## config.mk

```make
export PLATFORM = sky130hd
export DESIGN_NAME = jump_fetch_ctrl_flat
export DESIGN_NICKNAME = d
export VERILOG_FILES = /design/src/rtl/jump_fetch_ctrl_if.sv /design/src/rtl/jump_fetch_ctrl.sv /design/src/flat_wrapper.sv
export SDC_FILE = /design/constraint.sdc
export NUM_CORES = 1
export LEC_CHECK = 0
export CORE_ASPECT_RATIO = 1.75
export CORE_UTILIZATION = 50
export DETAILED_ROUTE_END_ITERATION = 7
export GPL_TIMING_DRIVEN = 0
export PLACE_DENSITY = 0.78
export SLEW_MARGIN = 0
export SYNTH_ARGS = -nofsm -noshare
export SYNTH_HDL_FRONTEND = slang
export SYNTH_SLANG_ARGS = --single-unit
```

## constraint.sdc

```tcl
create_clock -name clk -period 4.5 [get_ports clk]
set_clock_uncertainty 0.1 [all_clocks]
set_input_delay 0.9 -clock clk [delete_from_list [all_inputs] [get_ports clk]]
set_output_delay 0.9 -clock clk [all_outputs]
set_load 0.005 [all_outputs]
```

## src/rtl/jump_fetch_ctrl_if.sv

```systemverilog
// -----------------------------------------------------------------------------
// jump_fetch_ctrl_if
//
// Purpose: bundles the fetch controller's bus signals. These are the stall and
// resume controls, the instruction memory address and returned word, and the
// valid-qualified output toward the IF/ID register.
//
// Parameters:
//   RegWidth    instruction / PC width
//   CountWidth  width of the taken-jump counter
//
// Modports:
//   master  the fetch controller. It receives stall, resume and instr_in, and
//           drives the memory address and all IF/ID-side outputs.
//   slave   the environment around it: the instruction memory, the pipeline
//           control and the IF/ID register.
// -----------------------------------------------------------------------------
interface jump_fetch_ctrl_if #(
    parameter int RegWidth   = 16,
    parameter int CountWidth = 8
);
    logic                  stall;
    logic                  resume;
    logic [RegWidth-1:0]   instr_in;
    logic [RegWidth-1:0]   imem_addr;
    logic [RegWidth-1:0]   instr_out;
    logic [RegWidth-1:0]   instr_pc;
    logic                  instr_valid;
    logic                  take_jump;
    logic [RegWidth-1:0]   jump_address;
    logic                  halted;
    logic [CountWidth-1:0] jump_count;

    modport master (
        input  stall, resume, instr_in,
        output imem_addr, instr_out, instr_pc, instr_valid,
               take_jump, jump_address, halted, jump_count
    );

    modport slave (
        output stall, resume, instr_in,
        input  imem_addr, instr_out, instr_pc, instr_valid,
               take_jump, jump_address, halted, jump_count
    );
endinterface

```

## src/rtl/jump_fetch_ctrl.sv

```systemverilog
// -----------------------------------------------------------------------------
// jump_fetch_ctrl
//
// Purpose: instruction-fetch controller for the IF stage. It owns the program
// counter and drives a synchronous (1-cycle latency) instruction memory. It
// decodes each returned word for jump and halt, redirects the PC on a taken
// jump, and squashes the single wrong-path word that follows the jump. It
// freezes on halt until resumed and honours a downstream stall. It also keeps
// a saturating count of taken jumps.
//
// Ports:
//   clk   rising-edge clock
//   rst   asynchronous, active-high reset
//   bus   jump_fetch_ctrl_if.master, which carries:
//     stall        hold all state and outputs this cycle
//     resume       leave HALT (only looked at in HALT)
//     instr_in     memory word for the address presented one cycle earlier
//     imem_addr    address presented to memory (combinational from state)
//     instr_out    registered instruction for decode
//     instr_pc     registered address of instr_out
//     instr_valid  instr_out is a real, non-squashed instruction
//     take_jump    one-cycle registered pulse per taken jump
//     jump_address registered target of the last taken jump
//     halted       high while in HALT
//     jump_count   saturating count of taken jumps
// -----------------------------------------------------------------------------
module jump_fetch_ctrl #(
    parameter int                  RegWidth   = 16,
    parameter int                  OpWidth    = 4,
    parameter logic [OpWidth-1:0]  JumpOpcode = 4'b1110,
    parameter logic [RegWidth-1:0] HaltWord   = 16'h0000,
    parameter int                  JumpMode   = 0,
    parameter logic [RegWidth-1:0] ResetPC    = 16'h0000,
    parameter int                  CountWidth = 8
) (
    input  logic                clk,
    input  logic                rst,
    jump_fetch_ctrl_if.master   bus
);

    localparam int FieldWidth = RegWidth - OpWidth;

    // REFILL: the word arriving now belongs to a stale address, so drop it.
    // RUN:    the word arriving now belongs to fetch_pc.
    // HALT:   frozen on the halt word until resume.
    localparam logic [1:0] REFILL = 2'd0;
    localparam logic [1:0] RUN    = 2'd1;
    localparam logic [1:0] HALT   = 2'd2;

    logic [1:0]            state;
    logic [RegWidth-1:0]   pc;        // next address to fetch
    logic [RegWidth-1:0]   fetch_pc;  // address of the word now on instr_in

    logic [OpWidth-1:0]    opcode;
    logic [FieldWidth-1:0] field;
    logic                  is_halt;
    logic                  is_jump;
    logic [RegWidth-1:0]   pc_inc;
    logic [RegWidth-1:0]   fetch_inc;
    logic [RegWidth-1:0]   target;

    // Decode of the returned word and jump target computation.
    // NOTE: every signal gets a value on every path through always_comb;
    // a path that leaves one unassigned infers a latch.
    always_comb begin
        opcode    = bus.instr_in[RegWidth-1 -: OpWidth];
        field     = bus.instr_in[FieldWidth-1:0];
        is_halt   = (bus.instr_in == HaltWord);
        // The halt word wins even if its top bits happen to match JumpOpcode.
        is_jump   = !is_halt && (opcode == JumpOpcode);
        pc_inc    = pc + RegWidth'(1);
        fetch_inc = fetch_pc + RegWidth'(1);
        if (JumpMode == 0) begin
            // Page-absolute: keep the page bits of the jump's own address.
            target = {fetch_pc[RegWidth-1 -: OpWidth], field};
        end else begin
            // PC-relative to the word after the jump. This wraps modulo
            // 2^RegWidth.
            target = fetch_inc + {{OpWidth{field[FieldWidth-1]}}, field};
        end
    end

    // While stalled in RUN, or halted, re-present fetch_pc. The memory then
    // keeps returning the word we are holding, and nothing is skipped on
    // release.
    assign bus.imem_addr = ((state == HALT) || ((state == RUN) && bus.stall))
                           ? fetch_pc : pc;

    // NOTE: sequential state uses non-blocking assignments only, so that
    // every register samples its inputs from before the edge.
    always_ff @(posedge clk or posedge rst) begin
        if (rst) begin
            state            <= REFILL;
            pc               <= ResetPC;
            fetch_pc         <= ResetPC;
            bus.instr_out    <= '0;
            bus.instr_pc     <= '0;
            bus.instr_valid  <= 1'b0;
            bus.take_jump    <= 1'b0;
            bus.jump_address <= '0;
            bus.halted       <= 1'b0;
            bus.jump_count   <= '0;
        end else if (!bus.stall) begin
            case (state)
                REFILL: begin
                    // The word on instr_in is wrong-path or stale: emit a bubble.
                    bus.instr_valid <= 1'b0;
                    bus.take_jump   <= 1'b0;
                    fetch_pc        <= pc;
                    pc              <= pc_inc;
                    state           <= RUN;
                end

                RUN: begin
                    if (is_halt) begin
                        // pc and fetch_pc hold, so imem_addr parks on the
                        // halt word.
                        bus.instr_valid <= 1'b0;
                        bus.take_jump   <= 1'b0;
                        bus.halted      <= 1'b1;
                        state           <= HALT;
                    end else if (is_jump) begin
                        bus.instr_out    <= bus.instr_in;
                        bus.instr_pc     <= fetch_pc;
                        bus.instr_valid  <= 1'b1;
                        bus.take_jump    <= 1'b1;
                        bus.jump_address <= target;
                        pc               <= target;
                        if (bus.jump_count != '1) begin
                            bus.jump_count <= bus.jump_count + CountWidth'(1);
                        end
                        // The word fetched this cycle is sequential, not the
                        // target. REFILL drops it.
                        state            <= REFILL;
                    end else begin
                        bus.instr_out   <= bus.instr_in;
                        bus.instr_pc    <= fetch_pc;
                        bus.instr_valid <= 1'b1;
                        bus.take_jump   <= 1'b0;
                        fetch_pc        <= pc;
                        pc              <= pc_inc;
                    end
                end

                HALT: begin
                    bus.instr_valid <= 1'b0;
                    bus.take_jump   <= 1'b0;
                    if (bus.resume) begin
                        pc         <= fetch_inc;
                        bus.halted <= 1'b0;
                        state      <= REFILL;
                    end
                end

                default: begin
                    // Unused encoding: recover through a refill.
                    bus.instr_valid <= 1'b0;
                    bus.take_jump   <= 1'b0;
                    state           <= REFILL;
                end
            endcase
        end
    end

endmodule

```

## src/flat_wrapper.sv

```systemverilog
// flat-port wrapper written by rule: the top's interface ports become plain ports
module jump_fetch_ctrl_flat 
#(
    parameter int                  RegWidth   = 16,
    parameter int                  OpWidth    = 4,
    parameter logic [OpWidth-1:0]  JumpOpcode = 4'b1110,
    parameter logic [RegWidth-1:0] HaltWord   = 16'h0000,
    parameter int                  JumpMode   = 0,
    parameter logic [RegWidth-1:0] ResetPC    = 16'h0000,
    parameter int                  CountWidth = 8
)
  (clk, rst, bus_stall, bus_resume, bus_instr_in, bus_imem_addr, bus_instr_out, bus_instr_pc, bus_instr_valid, bus_take_jump, bus_jump_address, bus_halted, bus_jump_count);
  jump_fetch_ctrl_if #(.RegWidth(RegWidth), .CountWidth(CountWidth)) bus_i ();
  input  logic clk;
  input  logic rst;
  input wire logic [$bits(bus_i.stall)-1:0] bus_stall;
  input wire logic [$bits(bus_i.resume)-1:0] bus_resume;
  input wire logic [$bits(bus_i.instr_in)-1:0] bus_instr_in;
  output wire logic [$bits(bus_i.imem_addr)-1:0] bus_imem_addr;
  output wire logic [$bits(bus_i.instr_out)-1:0] bus_instr_out;
  output wire logic [$bits(bus_i.instr_pc)-1:0] bus_instr_pc;
  output wire logic [$bits(bus_i.instr_valid)-1:0] bus_instr_valid;
  output wire logic [$bits(bus_i.take_jump)-1:0] bus_take_jump;
  output wire logic [$bits(bus_i.jump_address)-1:0] bus_jump_address;
  output wire logic [$bits(bus_i.halted)-1:0] bus_halted;
  output wire logic [$bits(bus_i.jump_count)-1:0] bus_jump_count;
  assign bus_i.stall = bus_stall;
  assign bus_i.resume = bus_resume;
  assign bus_i.instr_in = bus_instr_in;
  assign bus_imem_addr = bus_i.imem_addr;
  assign bus_instr_out = bus_i.instr_out;
  assign bus_instr_pc = bus_i.instr_pc;
  assign bus_instr_valid = bus_i.instr_valid;
  assign bus_take_jump = bus_i.take_jump;
  assign bus_jump_address = bus_i.jump_address;
  assign bus_halted = bus_i.halted;
  assign bus_jump_count = bus_i.jump_count;
  jump_fetch_ctrl #(.RegWidth(RegWidth), .OpWidth(OpWidth), .JumpOpcode(JumpOpcode), .HaltWord(HaltWord), .JumpMode(JumpMode), .ResetPC(ResetPC), .CountWidth(CountWidth)) u_core (.clk(clk), .rst(rst), .bus(bus_i));
endmodule
```

==> qor.yml, run 1 <==
cp.arrival_ns: 2.87
min_period_over_period_pct: 85.9
wl_mm: 12.7
grt_max_degree: 68
rsz0062_at_grt: "no"
area_delta_synth_final_pct: 30.1
yosysTopAreaCell: "dfrtp_1"
synth_top_area_share_pct: 48.0
clk_latency_ns: 0.35
crit_type: "reg2out"
grt_pass1_vias: 3989
ctsHoldBuffers: 0
pin_count: 95
crit_fanout: 10
ys_async_sr_fraction_pct: 100
die_h_um: 132
cap_viol_max_count: 0
status: "complete, no violations"
cts_max_level: 3
grt_pass1_wl_mm: 20.4
finalHoldViolations: 0
synth_common_cells: "93 x dfrtp_1, 65 x mux2_2, 33 x nand2_1, 25 x o21ai_0, 18 x nor2_1"
ys.flop_type: "dfrtp_1"
total_power_uw: 3400
cts_setup_buffers: 0
synth_most_common_cell: "dfrtp_1"
yosysWarnings: 0
slew_headroom_pct: 46.8
syn-num-nets: 463
drtIter0Drc: 257
cts_root_buf: "clkbuf_16"
wire_per_inst_um: 19.1
synth_compound_area_share_pct: 10.9
ys_seq_area_share_pct: 48.0
synth-xor-area-share_pct: 3.43
start_util_pct: 51.2
rows: 47
io_buffer_count: 93
hold_path_class: "reg2reg"
synth_top_family_by_area: "multiplexers"
tritoncts: "done"
utilization_pct: 66.6
timing.rr.start: "u_core.state[0]"
cts_buffer_depth: 2
die_area_sq_um: 10100
worst_pin_slew_ns: 0.792
ys_top_cells_by_area: "dfrtp_1 48%, mux2_2 15%, mux2_4 3.1%"
gp_congestion: 0.926
crit_buf_inv: 4
holdPathStages: 2
power_leakage_uw: 0.00270
ir_drop_v: 0.000425
synthSimpleGateAreaFrac_pct: 13.5
grt_usage_pct: 26.2
die_w_um: 76.4
vias: 3966
antenna_found_initial: 0
reg2regPathDepth: 8
dr.pass1.iters: 5
ys_seq_elements: 93
cts.clk_slew.worst_paths_ns: 0.06
grt-ovfl-total: 0
synthMuxAreaShare_pct: 18.4
critPathLaunchType: "flop"
drive_gt1_share_pct: 21.8
dpl.hpwl_mm: 9.26
worstReg2RegEnd: "u_core.pc[10]"
core_area_sq_um: 9470
syn_area_sq_um: 4850
finalSetupViolCount: 0
power_density_nw_per_um2: 539
syn-mean-instance-area_sq_um: 11.1
fin_nets: 568
cts_resized: 0
max_freq_mhz: 259
crit_slowest_cell: "buf_1"
whs_endpoint: "u_core.bus.take_jump"
syn-instance-count: 436
synth_edf_count: 0
antenna_left: 0
end_kind: "output pin"
cts_made_buffers: 9
min_from: "u_core.bus.take_jump"
min_period_ns: 3.87
diodes: 0
nFillCells: 747
path_cells: "inv_1 > ha_1 > buf_2 > a21oi_1 > buf_1 > mux2_2 > clkdlybuf4s50_1"
viasPerCell: 5.94
ys_types: 59
slew_violations: 0
cp.required_ns: 3.50
r2r_slack_ns: 2.07
synth_adder_area_share_pct: 1.81
crit_family: "buffers and inverters"
cts.sinks: 93
drcViolationCount: 0
slowest_delay_ns: 0.62
[metal layers]
| layer | vias to the layer above | track usage [%] | part of all wire [%] |
|---|---|---|---|
| met2 | 171 | 46.3 | 53 |
| met5 | - | 0 | 0 |
| met3 | 45 | 4.50 | 5.3 |
| met1 | 1949 | 29.7 | 37 |
| li1 | 1801 | - | - |
| met4 | 0 | 14.2 | 4.7 |
[state kept, by name, indices dropped and copies added, names as in the netlist]
register,count
u_core.bus.halted,1
u_core.bus.jump_address,16
u_core.bus.jump_count,8
u_core.bus.take_jump,1
u_core.bus.instr_out,16
u_core.pc,16
u_core.state,2
u_core.fetch_pc,16
u_core.bus.instr_pc,16
u_core.bus.instr_valid,1
[power breakdown]
part	total [uW]	internal, uW	switching [uW]
Combinational	1250	735	518
Clock	861	535	325
Sequential	1280	1080	207
Total	3400	2350	1050
[cell type report]
type | count | area [sq um] | area share [%]
clock buffer | 12 | 267 | 4.23
sequential | 93 | 2330 | 36.9
timing repair buffer | 94 | 958 | 15.2
tap | 122 | 153 | 2.42
buffer | 28 | 149 | 2.36
clock inverter | 4 | 77.6 | 1.23
multi-input combinational | 303 | 2330 | 36.9
inverter | 12 | 47.5 | 0.754
[kinds of logic (layout without fill, tap and decap cells)]
logic type,after synthesis,in the layout
buffers and inverters,40,150
AOI/OAI and AO/OA,79,79
and+or+nand+nor,122,122
adders and majority gates,7,7
xor gates and xnor gates,19,19
muxes,76,76
DFF,93,93
[cells in the final DEF (no fill, tap or decap), types with 3 or more instances in the layout]
master / count
clkbuf_1: 8
ha_1: 7
clkdlybuf4s50_1: 93
nor4_1: 10
clkbuf_16: 9
o21ai_1: 3
nand2_1: 33
xnor2_1: 12
and3_1: 4
clkbuf_8: 3
nand4_1: 9
and2_1: 5
o21ai_0: 25
a21oi_1: 15
nor2_1: 18
nor3_1: 9
mux2_2: 65
and4_1: 4
a221oi_1: 6
buf_4: 5
inv_1: 11
xor2_1: 7
mux2_4: 10
buf_2: 11
a211oi_1: 3
nand3_1: 14
dfrtp_1: 93
[worst max-delay path by stage]
stage	startpoint	endpoint	slack, ns	cells after the start
2_1_floorplan	rst	u_core.bus.halted	1.08	1
3_3_place_gp	rst	u_core.bus.instr_out[1]	-0.31	2
3_5_place_dp	bus_stall	bus_imem_addr[1]	0.78	5
4_1_cts	u_core.state[1]	bus_imem_addr[1]	0.64	7
5_1_grt	u_core.state[1]	bus_imem_addr[0]	0.51	7
6_report	u_core.state[1]	bus_imem_addr[1]	0.63	7
[metrics by stage]
| stage | instances | worst slack [ns] | setup TNS, ns | hold slack, ns | instance area (sq um) |
|---|---|---|---|---|---|
| 6_report | 668 | 0.633 | 0 | 0.383 | 6310 |
| 5_1_grt | 668 | 0.513 | 0 | 0.409 | 6310 |
| 4_1_cts | 668 | 0.637 | 0 | 0.390 | 6310 |
| 3_5_place_dp | 652 | 0.778 | 0 | 0.373 | 5960 |
| 3_3_place_gp | 651 | -0.308 | -27.99 | 0.363 | 5930 |
| 2_1_floorplan | 436 | 1.08 | 0 | 0.371 | 4850 |
[worst reg2reg max path, cell delays in order, from the launching register on]
cell and delay, ns:
dfrtp_1 0.40, inv_1 0.08, ha_1 0.28, buf_4 0.14, a21boi_2 0.44, clkbuf_1 0.45, a41oi_1 0.09, o21ai_0 0.22
o21ai_0 0.12
(Power assumes the default switching activity.)
==> run 2, diff against run 1 <==
--- a/config.mk
+++ b/config.mk
@@ -6,10 +6,10 @@
 export NUM_CORES = 1
 export LEC_CHECK = 0
 export CORE_ASPECT_RATIO = 1.75
-export CORE_UTILIZATION = 50
+export CORE_UTILIZATION = 41
 export DETAILED_ROUTE_END_ITERATION = 7
 export GPL_TIMING_DRIVEN = 0
-export PLACE_DENSITY = 0.78
+export PLACE_DENSITY = 0.66
 export SLEW_MARGIN = 0
 export SYNTH_ARGS = -nofsm -noshare
 export SYNTH_HDL_FRONTEND = slang
==> constraint.sdc (replaced) <==
create_clock -name clk -period 4.3 [get_ports clk]
set_clock_uncertainty 0.1 [all_clocks]
set_input_delay 0.86 -clock clk [delete_from_list [all_inputs] [get_ports clk]]
set_output_delay 0.86 -clock clk [all_outputs]
set_load 0.005 [all_outputs]
==> qor.yml, run 2 (same netlist as run 1, synthesis figures left out) <==
cts_max_level: 3  # unchanged
finalSetupViolCount: 0  # unchanged
hold_path_class: "reg2reg"
dr.pass1.iters: 7  # +2
total_power_uw: 3480  # +2.4%
cts_resized: 0  # unchanged
wire_per_inst_um: 19.7  # +3.3%
io_buffer_count: 93  # unchanged
crit_type: "reg2out"
slew_violations: 0  # unchanged
min_period_over_period_pct: 91.2
pin_count: 95  # unchanged
placed_cells: 665  # +2.0%
fin_area_sq_um: 6280  # -0.40%
grt_usage_pct: 22.9  # -3.3 points
core_area_sq_um: 11500  # +22%
cap_viol_max_count: 0  # unchanged
diodes: 0  # unchanged
wl_mm: 13.4  # +5.3%
drtIter0Drc: 309  # +20%
dpl.hpwl_mm: 9.75  # +5.4%
cts_setup_buffers: 0  # unchanged
crit_fanout: 10  # unchanged
gp_congestion: 0.937  # +1.1%
die_area_sq_um: 12300  # +21%
utilization_pct: 54.6  # -12 points
die_w_um: 84.2  # +10%
end_kind: "output pin"
clk_latency_ns: 0.34  # about the same
min_period_ns: 3.92
critPathLaunchType: "flop"
max_freq_mhz: 255
cts.sinks: 93  # unchanged
drive_gt1_share_pct: 21.6  # -0.18 points
post_dp_cell_area_sq_um: 5980  # +0.27%
viasPerCell: 5.81  # -2.2%
power_density_nw_per_um2: 554  # +2.8%
ctsHoldBuffers: 0  # unchanged
power_leakage_uw: 0.00267  # -0.88%
cts_buffer_depth: 2  # unchanged
worstReg2RegEnd: "u_core.pc[6]"
status: "finished, violations left"
critPathLaunch: "u_core.state[1]"
final_cell_mix: "93 x clkdlybuf4s50_1, 93 x dfrtp_1, 65 x mux2_2, 33 x nand2_1, 25 x o21ai_0"
rows: 52  # +11%
violations: "design-rule violations"
grt-ovfl-total: 0  # unchanged
vias: 3956  # -0.25%
ir_drop_v: 0.000282  # -34%
cp.arrival_ns: 2.96  # +0.09 ns
cts_root_buf: "clkbuf_16"
cp.required_ns: 3.34  # -0.16 ns
antenna_found_initial: 0  # unchanged
timing.rr.start: "u_core.state[1]"
drcViolationCount: 12  # +12
setup.worst_path.end: "bus_imem_addr[0]"
slew_headroom_pct: 47.3  # +0.51 points
start_util_pct: 42.1  # -9.1 points
worst_pin_slew_ns: 0.790  # -0.00231 ns
grt_max_degree: 67  # -1.5%
cts_made_buffers: 9  # unchanged
grt_pass1_wl_mm: 21.7  # +6.2%
reg2regPathDepth: 8  # unchanged
tritoncts: "done"
die_h_um: 146  # +10%
r2r_slack_ns: 1.76  # -0.31 ns
rsz0062_at_grt: "no"
grt_pass1_vias: 4058  # +1.7%
antenna_left: 0  # unchanged
instances_no_fill: 681  # +1.9%
cts.clk_slew.worst_paths_ns: 0.07  # about the same
finalHoldViolations: 0  # unchanged
fin_nets: 568  # unchanged
area_delta_synth_final_pct: 29.5
==> run 2: changes by cell type in the layout (fill, tap and decap cells not counted), sizes merged <==
cell | before | now
bufinv | 2 | 1
clkbuf | 21 | 20
clkinv | 1 | 3
clkinvlp | 0 | 1
inv | 13 | 12
==> run 2: how the worst min path moves through the flow <==
stage,endpoint,start,depth (start not counted)
after detailed placement,u_core.bus.instr_valid,u_core.bus.instr_valid,2
after global routing,u_core.bus.instr_pc[2],u_core.bus.instr_pc[2],1
final,u_core.bus.instr_valid,u_core.bus.instr_valid,2
after CTS,u_core.bus.instr_valid,u_core.bus.instr_valid,2
after global placement,u_core.bus.instr_valid,u_core.bus.instr_valid,2
after floorplan,u_core.bus.instr_valid,u_core.bus.instr_valid,2
==> run 2: final cells by class <==
cell class | count | area (sq um)
plain buffers | 28 | 149
clock buffers | 11 | 243
clock inverters | 5 | 60.1
fillers | 1029 | 5230
inverters | 12 | 47.5
multi-input cells | 303 | 2330
flip-flops and latches | 93 | 2330
well taps | 135 | 169
repair buffers | 94 | 958
==> run 2: power by group <==
| part | internal, uW | switching, uW | leakage (uW) |
|---|---|---|---|
| registers | 1130 | 212 | 0.00122 |
| logic | 770 | 564 | 0.00130 |
| clock network | 468 | 339 | 0.000146 |
==> run 2: critical path: stages, from the launching register on <==
cell and delay (ns):
dfrtp_1 0.38, inv_1 0.09, ha_1 0.19, buf_2 0.19, a21oi_1 0.23, buf_1 0.63
mux2_2 0.44, clkdlybuf4s50_1 0.45
==> run 2: per-layer routing <==
layer / vias up / global-route usage [%] / part of all wire (%)
met4: 0 / 8.79 / 3.1
met5: - / 0 / 0
met2: 148 / 41.1 / 52
met1: 1969 / 26.8 / 40
met3: 30 / 4.03 / 4.9
li1: 1809 / - / -
==> run 2: stage by stage <==
stage          setup slack (ns)  hold slack, ns  setup TNS, ns
2_1_floorplan             0.920           0.371              0
3_3_place_gp             -0.603           0.360         -55.40
3_5_place_dp              0.588           0.367              0
4_1_cts                   0.397           0.384              0
5_1_grt                   0.287           0.422              0
6_report                  0.380           0.379              0
==> run 3, diff against run 2 <==
--- a/config.mk
+++ b/config.mk
@@ -5,6 +5,7 @@
 export SDC_FILE = /design/constraint.sdc
 export NUM_CORES = 1
 export LEC_CHECK = 0
+export CAP_MARGIN = 20
 export CORE_ASPECT_RATIO = 1.75
 export CORE_UTILIZATION = 41
 export DETAILED_ROUTE_END_ITERATION = 7
==> results of run 3 <==
Same layout as run 2: the final DEF is identical, and so are final timing and power.
